File: src/rtl/uart_defs_pkg.sv
// ----------------------------------------------------------------------------
// uart_defs_pkg
//   Shared UART definitions used by the receive side (and the transmit side):
//   default bit timing for 50 MHz / 9600 baud and the 2-bit receiver FSM
//   state encoding.
// ----------------------------------------------------------------------------
package uart_defs_pkg;

    localparam int BPS_DIV_DEF = 5208;   // clk cycles per bit
    localparam int BPS_MID_DEF = 2604;   // count value where a bit is sampled

    typedef enum logic [1:0] {
        ST_IDLE  = 2'd0,
        ST_START = 2'd1,
        ST_DATA  = 2'd2,
        ST_STOP  = 2'd3
    } rx_state_e;

endpackage : uart_defs_pkg

File: src/rtl/rx_bps_module.sv
// ----------------------------------------------------------------------------
// rx_bps_module
//   Bit timer for the UART receiver. Counts 0..BPS_DIV-1 while a frame is in
//   progress and emits a one-cycle strobe at mid-bit.
// Ports
//   CLK       in   system clock
//   RSTn      in   asynchronous active-low reset
//   Count_Sig in   high while the receiver is in START/DATA/STOP
//   BPS_CLK   out  1-cycle sample strobe when count == BPS_MID
// ----------------------------------------------------------------------------
module rx_bps_module
    import uart_defs_pkg::*;
#(
    parameter int BPS_DIV = BPS_DIV_DEF,
    parameter int BPS_MID = BPS_MID_DEF
) (
    input  logic CLK,
    input  logic RSTn,
    input  logic Count_Sig,
    output logic BPS_CLK
);

    localparam int CW = $clog2(BPS_DIV);

    logic [CW-1:0] count;

    // Held at 0 whenever the receiver is idle, so every frame starts its
    // timing from zero on entry to START.
    always_ff @(posedge CLK or negedge RSTn) begin
        if (!RSTn) begin
            count <= '0;
        end else if (!Count_Sig) begin
            count <= '0;
        end else if (count == CW'(BPS_DIV - 1)) begin
            count <= '0;
        end else begin
            count <= count + 1'b1;
        end
    end

    assign BPS_CLK = Count_Sig && (count == CW'(BPS_MID));

endmodule : rx_bps_module

File: src/rtl/rx_control_module.sv
// ----------------------------------------------------------------------------
// rx_control_module
//   Line synchroniser, start-edge detector, receive FSM, shift register and
//   registered outputs of the UART receiver (8N1, LSB first).
// Ports
//   CLK         in   system clock
//   RSTn        in   asynchronous active-low reset
//   RX_En_Sig   in   receive enable; low aborts any frame in progress
//   RX_Pin_In   in   serial line, idle high, asynchronous
//   BPS_CLK     in   mid-bit sample strobe from the bit timer
//   Count_Sig   out  high while a frame is in progress (runs the bit timer)
//   RX_Data     out  last correctly framed byte
//   RX_Done_Sig out  1-cycle pulse: RX_Data updated
//   RX_Err_Sig  out  1-cycle pulse: framing error (stop bit sampled low)
//   Dbg_State   out  current FSM state
// ----------------------------------------------------------------------------
module rx_control_module
    import uart_defs_pkg::*;
(
    input  logic       CLK,
    input  logic       RSTn,
    input  logic       RX_En_Sig,
    input  logic       RX_Pin_In,
    input  logic       BPS_CLK,
    output logic       Count_Sig,
    output logic [7:0] RX_Data,
    output logic       RX_Done_Sig,
    output logic       RX_Err_Sig,
    output rx_state_e  Dbg_State
);

    logic      sync1, sync2, hist;
    logic      fall;
    rx_state_e state;
    logic [2:0] bit_idx;
    logic [7:0] shift;

    // hist is the previous synchronised sample; a 1->0 step is a start edge.
    // Reset to 1 so the line is treated as idle and no edge is seen at reset.
    assign fall = hist & ~sync2;

    always_ff @(posedge CLK or negedge RSTn) begin
        if (!RSTn) begin
            sync1       <= 1'b1;
            sync2       <= 1'b1;
            hist        <= 1'b1;
            state       <= ST_IDLE;
            bit_idx     <= 3'd0;
            shift       <= 8'h00;
            RX_Data     <= 8'h00;
            RX_Done_Sig <= 1'b0;
            RX_Err_Sig  <= 1'b0;
        end else begin
            sync1       <= RX_Pin_In;
            sync2       <= sync1;
            hist        <= sync2;
            RX_Done_Sig <= 1'b0;
            RX_Err_Sig  <= 1'b0;

            if (state != ST_IDLE && !RX_En_Sig) begin
                // Abort: drop the partial frame silently.
                state <= ST_IDLE;
            end else begin
                case (state)
                    ST_IDLE: begin
                        if (fall && RX_En_Sig) begin
                            state <= ST_START;
                        end
                    end
                    ST_START: begin
                        if (BPS_CLK) begin
                            if (!sync2) begin
                                state   <= ST_DATA;
                                bit_idx <= 3'd0;
                            end else begin
                                state <= ST_IDLE;   // glitch / false start
                            end
                        end
                    end
                    ST_DATA: begin
                        if (BPS_CLK) begin
                            shift[bit_idx] <= sync2;
                            if (bit_idx == 3'd7) begin
                                state <= ST_STOP;
                            end else begin
                                bit_idx <= bit_idx + 3'd1;
                            end
                        end
                    end
                    ST_STOP: begin
                        // Leaving at mid-stop leaves half a bit to catch a
                        // back-to-back start edge.
                        if (BPS_CLK) begin
                            if (sync2) begin
                                RX_Data     <= shift;
                                RX_Done_Sig <= 1'b1;
                            end else begin
                                RX_Err_Sig  <= 1'b1;
                            end
                            state <= ST_IDLE;
                        end
                    end
                    default: state <= ST_IDLE;
                endcase
            end
        end
    end

    assign Count_Sig = (state != ST_IDLE);
    assign Dbg_State = state;

endmodule : rx_control_module

File: src/rtl/rx_module.sv
// ----------------------------------------------------------------------------
// rx_module
//   UART receiver top level (8N1). Instantiates the bit timer and the control
//   path.
// Ports
//   CLK         in   system clock
//   RSTn        in   asynchronous active-low reset
//   RX_En_Sig   in   receive enable; 0 ignores the line / aborts a frame
//   RX_Pin_In   in   serial line, idle high, asynchronous
//   RX_Data     out  last correctly framed byte, held until the next one
//   RX_Done_Sig out  1-cycle pulse when RX_Data is updated
//   RX_Err_Sig  out  1-cycle pulse on a framing error
//   dbg_state   out  receiver FSM state (uart_defs_pkg::rx_state_e encoding)
// ----------------------------------------------------------------------------
module rx_module
    import uart_defs_pkg::*;
#(
    parameter int BPS_DIV = BPS_DIV_DEF,
    parameter int BPS_MID = BPS_MID_DEF
) (
    input  logic       CLK,
    input  logic       RSTn,
    input  logic       RX_En_Sig,
    input  logic       RX_Pin_In,
    output logic [7:0] RX_Data,
    output logic       RX_Done_Sig,
    output logic       RX_Err_Sig,
    output logic [1:0] dbg_state
);

    logic      count_sig;
    logic      bps_clk;
    rx_state_e state;

    rx_bps_module #(
        .BPS_DIV (BPS_DIV),
        .BPS_MID (BPS_MID)
    ) u_bps (
        .CLK       (CLK),
        .RSTn      (RSTn),
        .Count_Sig (count_sig),
        .BPS_CLK   (bps_clk)
    );

    rx_control_module u_ctrl (
        .CLK         (CLK),
        .RSTn        (RSTn),
        .RX_En_Sig   (RX_En_Sig),
        .RX_Pin_In   (RX_Pin_In),
        .BPS_CLK     (bps_clk),
        .Count_Sig   (count_sig),
        .RX_Data     (RX_Data),
        .RX_Done_Sig (RX_Done_Sig),
        .RX_Err_Sig  (RX_Err_Sig),
        .Dbg_State   (state)
    );

    assign dbg_state = state;

endmodule : rx_module

File: config.mk
export PLATFORM = sky130hd
export DESIGN_NAME = rx_module
export DESIGN_NICKNAME = d
export VERILOG_FILES = /design/src/rtl/uart_defs_pkg.sv /design/src/rtl/rx_bps_module.sv /design/src/rtl/rx_control_module.sv /design/src/rtl/rx_module.sv
export SDC_FILE = /design/constraint.sdc
export NUM_CORES = 1
export LEC_CHECK = 0
export CAP_MARGIN = 40
export CELL_PAD_IN_SITES_DETAIL_PLACEMENT = 1
export CELL_PAD_IN_SITES_GLOBAL_PLACEMENT = 1
export CORE_MARGIN = 2
export CORE_UTILIZATION = 38
export DETAILED_ROUTE_END_ITERATION = 8
export PLACE_DENSITY_LB_ADDON = 0.05
export SLEW_MARGIN = 25
export SYNTH_ARGS = -nofsm -noshare
export SYNTH_HDL_FRONTEND = slang
export SYNTH_SLANG_ARGS = --single-unit
File: constraint.sdc
create_clock -name CLK -period 2.4 [get_ports CLK]
set_clock_uncertainty 0.2 [all_clocks]
set_input_delay 0.6 -clock CLK [delete_from_list [all_inputs] [get_ports CLK]]
set_output_delay 0.6 -clock CLK [all_outputs]
set_load 0.05 [all_outputs]
==> impl_metrics.tcl, run 1 <==
set metrics [dict create \
    critPathSlowestCell "clkdlybuf4s50_1" \
    arrival_ps 1450 \
    ys_types 39 \
    cts-root-buf "clkbuf_8" \
    finalWorstSetupSlack_ps 148 \
    crit_chain "clkdlybuf4s50_1" \
    maxCapViolCount 0 \
    syn_to_final_growth_pct 18.3 \
    synth-edff-count 0 \
    drc 0 \
    yosys_warnings 0 \
    instances_no_fill 256 \
    yosysMostFrequentCell "dfrtp_1" \
    synthFlopType "dfrtp_1" \
    status "completed" \
    hpwlAfterDp_um 2740 \
    grtUsageTotal 0.161 \
    place.gp.congestion 0.781 \
    cts_buffer_depth 2 \
    fin_util 0.472 \
    start_util 0.399 \
    grt_pass1_wl_um 6780 \
    fin_crit_sh 0.938 \
    timing.final.hold_violations 0 \
    ir_drop_v 0.000204 \
    antenna_left 0 \
    num_rows 25 \
    r2r-end "u_ctrl.shift[7]" \
    power.density_nw_per_um2 515 \
    max_slew_margin 0.660 \
    ctsHtreeMaxLevel 2 \
    io_pins 16 \
    core_sq_um 4820 \
    dp.cells 248 \
    crit_path_max_incr_delay_ps 810 \
    grt_max_degree 40 \
    rsz0062_at_grt "no" \
    initialDrtViolationCount 44 \
    path_delay_family "buffers and inverters" \
    drive_above_1_share 0.233 \
    worst_pin_slew_ps 509 \
    synth_cells 165 \
    crit_path_start_kind "flip-flop" \
    p_total_w 0.00117 \
    cts_resized 0 \
    cts_inserted_buffers 5 \
    fp.dieW_um 75.1 \
    io_buffers 15 \
    grt_pass1_vias 1411 \
    cts_setup_buffers 0 \
    synth_common_cells "36 x dfrtp_1, 17 x nor2_1, 11 x mux2_2" \
    routed_wl_um 3990 \
    die_area_sq_um 5650 \
    vias_per_cell 5.11 \
    antenna_found_initial 0 \
    setup_tns_ps 0 \
    min_period_ps 2250 \
    drv_slew 0 \
    die_h_um 75.1 \
    r2r_setup_slack_ps 160 \
    clk_latency_ps 290 \
    synth_area_per_cell_sq_um 11.7 \
    dpl_worst_slack_ps -142 \
    syn_area_sq_um 1920 \
    yosys.area.top_type "dfrtp_1" \
    hp-class "in2async" \
    cts_tree "done" \
    r2r-start "u_bps.count[0]" \
    p_leak_nw 0.955 \
    wl_per_cell_um 15.6 \
    synth_top_area_share 0.468 \
    cp_max_fo 2 \
    via_count 1308 \
    critical_path_class "reg2out" \
    synthTopCellsByArea "dfrtp_1 47%, mux2_2 6.4%, dfstp_2 4.1%" \
    syn-num-nets 173 \
    firstDrtPassIters 4 \
    crit_buf_inv 1 \
    setup_violations 0 \
    final_nets 196 \
    clk_pin_slew_worst_paths_ps 80 \
    ys_seq_area_frac 0.509 \
    synth-seq-cells 39 \
    r2r_cells 7 \
    gr-total-overflow 0 \
    hold_buffers 0 \
    cts.sinks 39 \
    num_antenna_cells 0 \
    end_kind "primary output" \
    crit_required_ps 1600 \
    clock.fmax_mhz 444 \
    synth_async_sr_flop_share 1.00 \
]
[sequential cells by signal, summed over array words and instances (netlist names)]
name / flops
u_bps.count: 13
u_ctrl.Dbg_State: 2
u_ctrl.RX_Data: 8
u_ctrl.RX_Done_Sig: 1
u_ctrl.RX_Err_Sig: 1
u_ctrl.bit_idx: 3
u_ctrl.hist: 1
u_ctrl.shift: 8
u_ctrl.sync1: 1
u_ctrl.sync2: 1
[cell families (layout without fill, tap and decap cells)]
group           Yosys count  count (layout)  share of synthesized area
flops                    39              39                      0.509
fa+ha+maj                 4               4                     0.0260
xor+xnor                  9               9                     0.0410
buf+inv                  13              37                     0.0358
simple gates             68              68                      0.242
compound gates           14              14                     0.0416
mux                      18              18                      0.104
[layer usage]
metal  up-vias  share of wire  track usage
met5         -              0            0
met2        16           0.48        0.259
met3         6          0.028       0.0428
met1       659           0.48        0.209
met4         0          0.012       0.0585
li1        627              -            -
[where the power goes]
part,switching (W),internal [W],leakage (nW),total (W)
Clock,0.000236,0.000203,0.0412,0.000440
Combinational,0.0000405,0.0000212,0.381,0.0000617
Sequential,0.00000699,0.000664,0.533,0.000671
Total,0.000284,0.000889,0.955,0.00117
[worst max path at each step]
stage | start | end | slack, ps | cells after the start
after floorplan | u_ctrl.Dbg_State[1] | u_ctrl.shift[1] | 210 | 6
after global placement | RX_En_Sig | u_ctrl.shift[7] | -130 | 6
after detailed placement | RX_En_Sig | u_ctrl.shift[7] | -140 | 6
after CTS | u_ctrl.RX_Data[4] | RX_Data[4] | 130 | 1
after global routing | u_bps.count[0] | u_ctrl.shift[7] | 90 | 7
final | u_ctrl.RX_Data[0] | RX_Data[0] | 150 | 1
[stage by stage]
stage / hold slack [ps] / area, sq um
after floorplan: 104 / 1920
after global placement: 145 / 2190
after detailed placement: 147 / 2190
after CTS: 159 / 2270
after global routing: 161 / 2270
final: 158 / 2270
[cell usage in the layout, fill, tap and decap left out, types with 5 or more instances in the layout]
master,Yosys,layout
mux2_2,11,11
nor2_1,17,17
o21ai_0,9,9
nor3_1,6,6
nand2_1,8,8
dfrtp_1,36,36
nand3_1,8,8
mux2_1,5,5
buf_4,0,9
inv_1,5,5
xnor2_1,5,5
clkdlybuf4s50_1,0,12
clkbuf_8,0,5
[area by class of cell]
class	instances	area [sq um]
Clock buffer	6	72.6
Tap cell	67	83.8
Fill cell	550	2540
Timing Repair Buffer	24	233
Sequential cell	39	980
Inverter	5	18.8
Clock inverter	2	12.5
Multi-Input combinational cell	113	875
(Power assumes the default switching activity.)
==> inputs of run 2 (changes only) <==
CTS_BUF_LIST = sky130_fd_sc_hd__clkbuf_4   (was unset)
==> impl_metrics.tcl, run 2 (same netlist as run 1, synthesis figures left out) <==
set metrics [dict create \
    status "completed" \
    cts_tree "done" \
    reg.largest.list "u_bps.count x13, u_ctrl.RX_Data x8, u_ctrl.shift x8" \
    crit_path_max_incr_delay_ps 800 \
    cts_inserted_buffers 5 \
    r2r-end "u_ctrl.shift[7]" \
    io_buffers 15 \
    dpl_worst_slack_ps -142 \
    ctsHtreeMaxLevel 2 \
    start_util 0.399 \
    crit_chain "clkdlybuf4s50_1" \
    critPathSlowestCell "clkdlybuf4s50_1" \
    clk_pin_slew_worst_paths_ps 120 \
    fin_crit_sh 0.968 \
    fp.dieW_um 75.1 \
    path_delay_family "buffers and inverters" \
    min_period_ps 2320 \
    grt_pass1_vias 1423 \
    io_pins 16 \
    cts_buffer_depth 2 \
    initialDrtViolationCount 42 \
    cts-root-buf "clkbuf_4" \
    cts_setup_buffers 0 \
    instances_no_fill 256 \
    place_area_sq_um 2190 \
    r2r-start "u_bps.count[0]" \
    layout_commonest_cell "dfrtp_1" \
    final_cell_mix "36 x dfrtp_1, 17 x nor2_1, 12 x clkdlybuf4s50_1" \
    wl_per_cell_um 15.4 \
    cp_max_fo 2 \
    regMostFlops "u_bps.count" \
    r2r_setup_slack_ps 150 \
    via_count 1303 \
    critical_path_class "reg2out" \
    power.density_nw_per_um2 482 \
    dp.cells 248 \
    hp-class "in2async" \
    num_antenna_cells 0 \
    final_nets 196 \
    cts.sinks 39 \
    end_kind "primary output" \
    p_leak_nw 0.946 \
    finalWorstSetupSlack_ps 76.8 \
    vias_per_cell 5.09 \
    timing.final.hold_violations 0 \
    cts_resized 0 \
    largest_reg_flops 13 \
    drc 0 \
    gr-total-overflow 0 \
    rsz0062_at_grt "no" \
    grt_max_degree 40 \
    place.gp.congestion 0.781 \
    clk_latency_ps 350 \
    drv_slew 0 \
    routed_wl_um 3930 \
    ir_drop_v 0.000203 \
    crit_buf_inv 1 \
    arrival_ps 1520 \
    endpoint "RX_Data[0]" \
    syn_to_final_growth_pct 16.9 \
    die_area_sq_um 5650 \
    drive_above_1_share 0.238 \
    fin_area_sq_um 2250 \
    crit_path_start "u_ctrl.RX_Data[0]" \
    maxCapViolCount 0 \
    firstDrtPassIters 4 \
    hpwlAfterDp_um 2740 \
    worst_pin_slew_ps 506 \
    grt_pass1_wl_um 6760 \
    grtUsageTotal 0.161 \
    antenna_found_initial 0 \
    r2r_cells 7 \
    max_slew_margin 0.662 \
    fin_util 0.466 \
    setup_violations 0 \
    antenna_left 0 \
    hold_slack_ps 83.2 \
    core_sq_um 4820 \
    crit_required_ps 1600 \
    crit_path_start_kind "flip-flop" \
    num_rows 25 \
    hold_buffers 0 \
    clock.fmax_mhz 430 \
    crit_cells 1 \
    die_h_um 75.1 \
]
[run 2: how the worst min path moves through the flow]
| stage | from | endpoint | slack, ps | cells past startpoint |
|---|---|---|---|---|
| floorplan | RSTn | u_bps.count[0] | 100 | 0 |
| global placement | u_ctrl.sync1 | u_ctrl.sync2 | 150 | 0 |
| detailed placement | u_ctrl.sync1 | u_ctrl.sync2 | 150 | 0 |
| CTS | RSTn | u_ctrl.bit_idx[1] | 90 | 2 |
| global route | RSTn | u_ctrl.bit_idx[1] | 120 | 2 |
| finish | RSTn | u_ctrl.RX_Err_Sig | 80 | 2 |
[run 2: where the power goes]
part / internal (W) / switching [W]
clock: 0.000124 / 0.000226
combinational: 0.0000212 / 0.0000404
sequential: 0.000664 / 0.00000691
total: 0.000810 / 0.000273
[run 2: per-stage QoR]
stage | power (W) | TNS [ps]
2_1_floorplan | 0.000708 | 0
3_3_place_gp | 0.000745 | -1060
3_5_place_dp | 0.000748 | -1240
4_1_cts | 0.00111 | 0
5_1_grt | 0.00113 | 0
6_report | 0.00108 | 0
[run 2: cell type report]
type | count | area [sq um]
clock buffer | 6 | 45.0
fill | 553 | 2570
sequential | 39 | 980
timing repair buffer | 24 | 233
multi-input combinational | 113 | 875
tap | 67 | 83.8
inverter | 5 | 18.8
clock inverter | 2 | 12.5
[run 2: worst register-to-register path: cells and delay by family (launching register included)]
family	cells	cell delay, ps
simple gates	3	720
fa+ha+maj	1	180
mux	1	370
buf+inv	2	280
flops	1	410
[run 2: routing by layer]
metal | global-route usage | share of wire | up-vias
met5 | 0 | 0 | -
met4 | 0.0819 | 0.023 | 0
met3 | 0.0308 | 0.030 | 9
met2 | 0.258 | 0.47 | 17
met1 | 0.208 | 0.47 | 649
li1 | - | - | 628
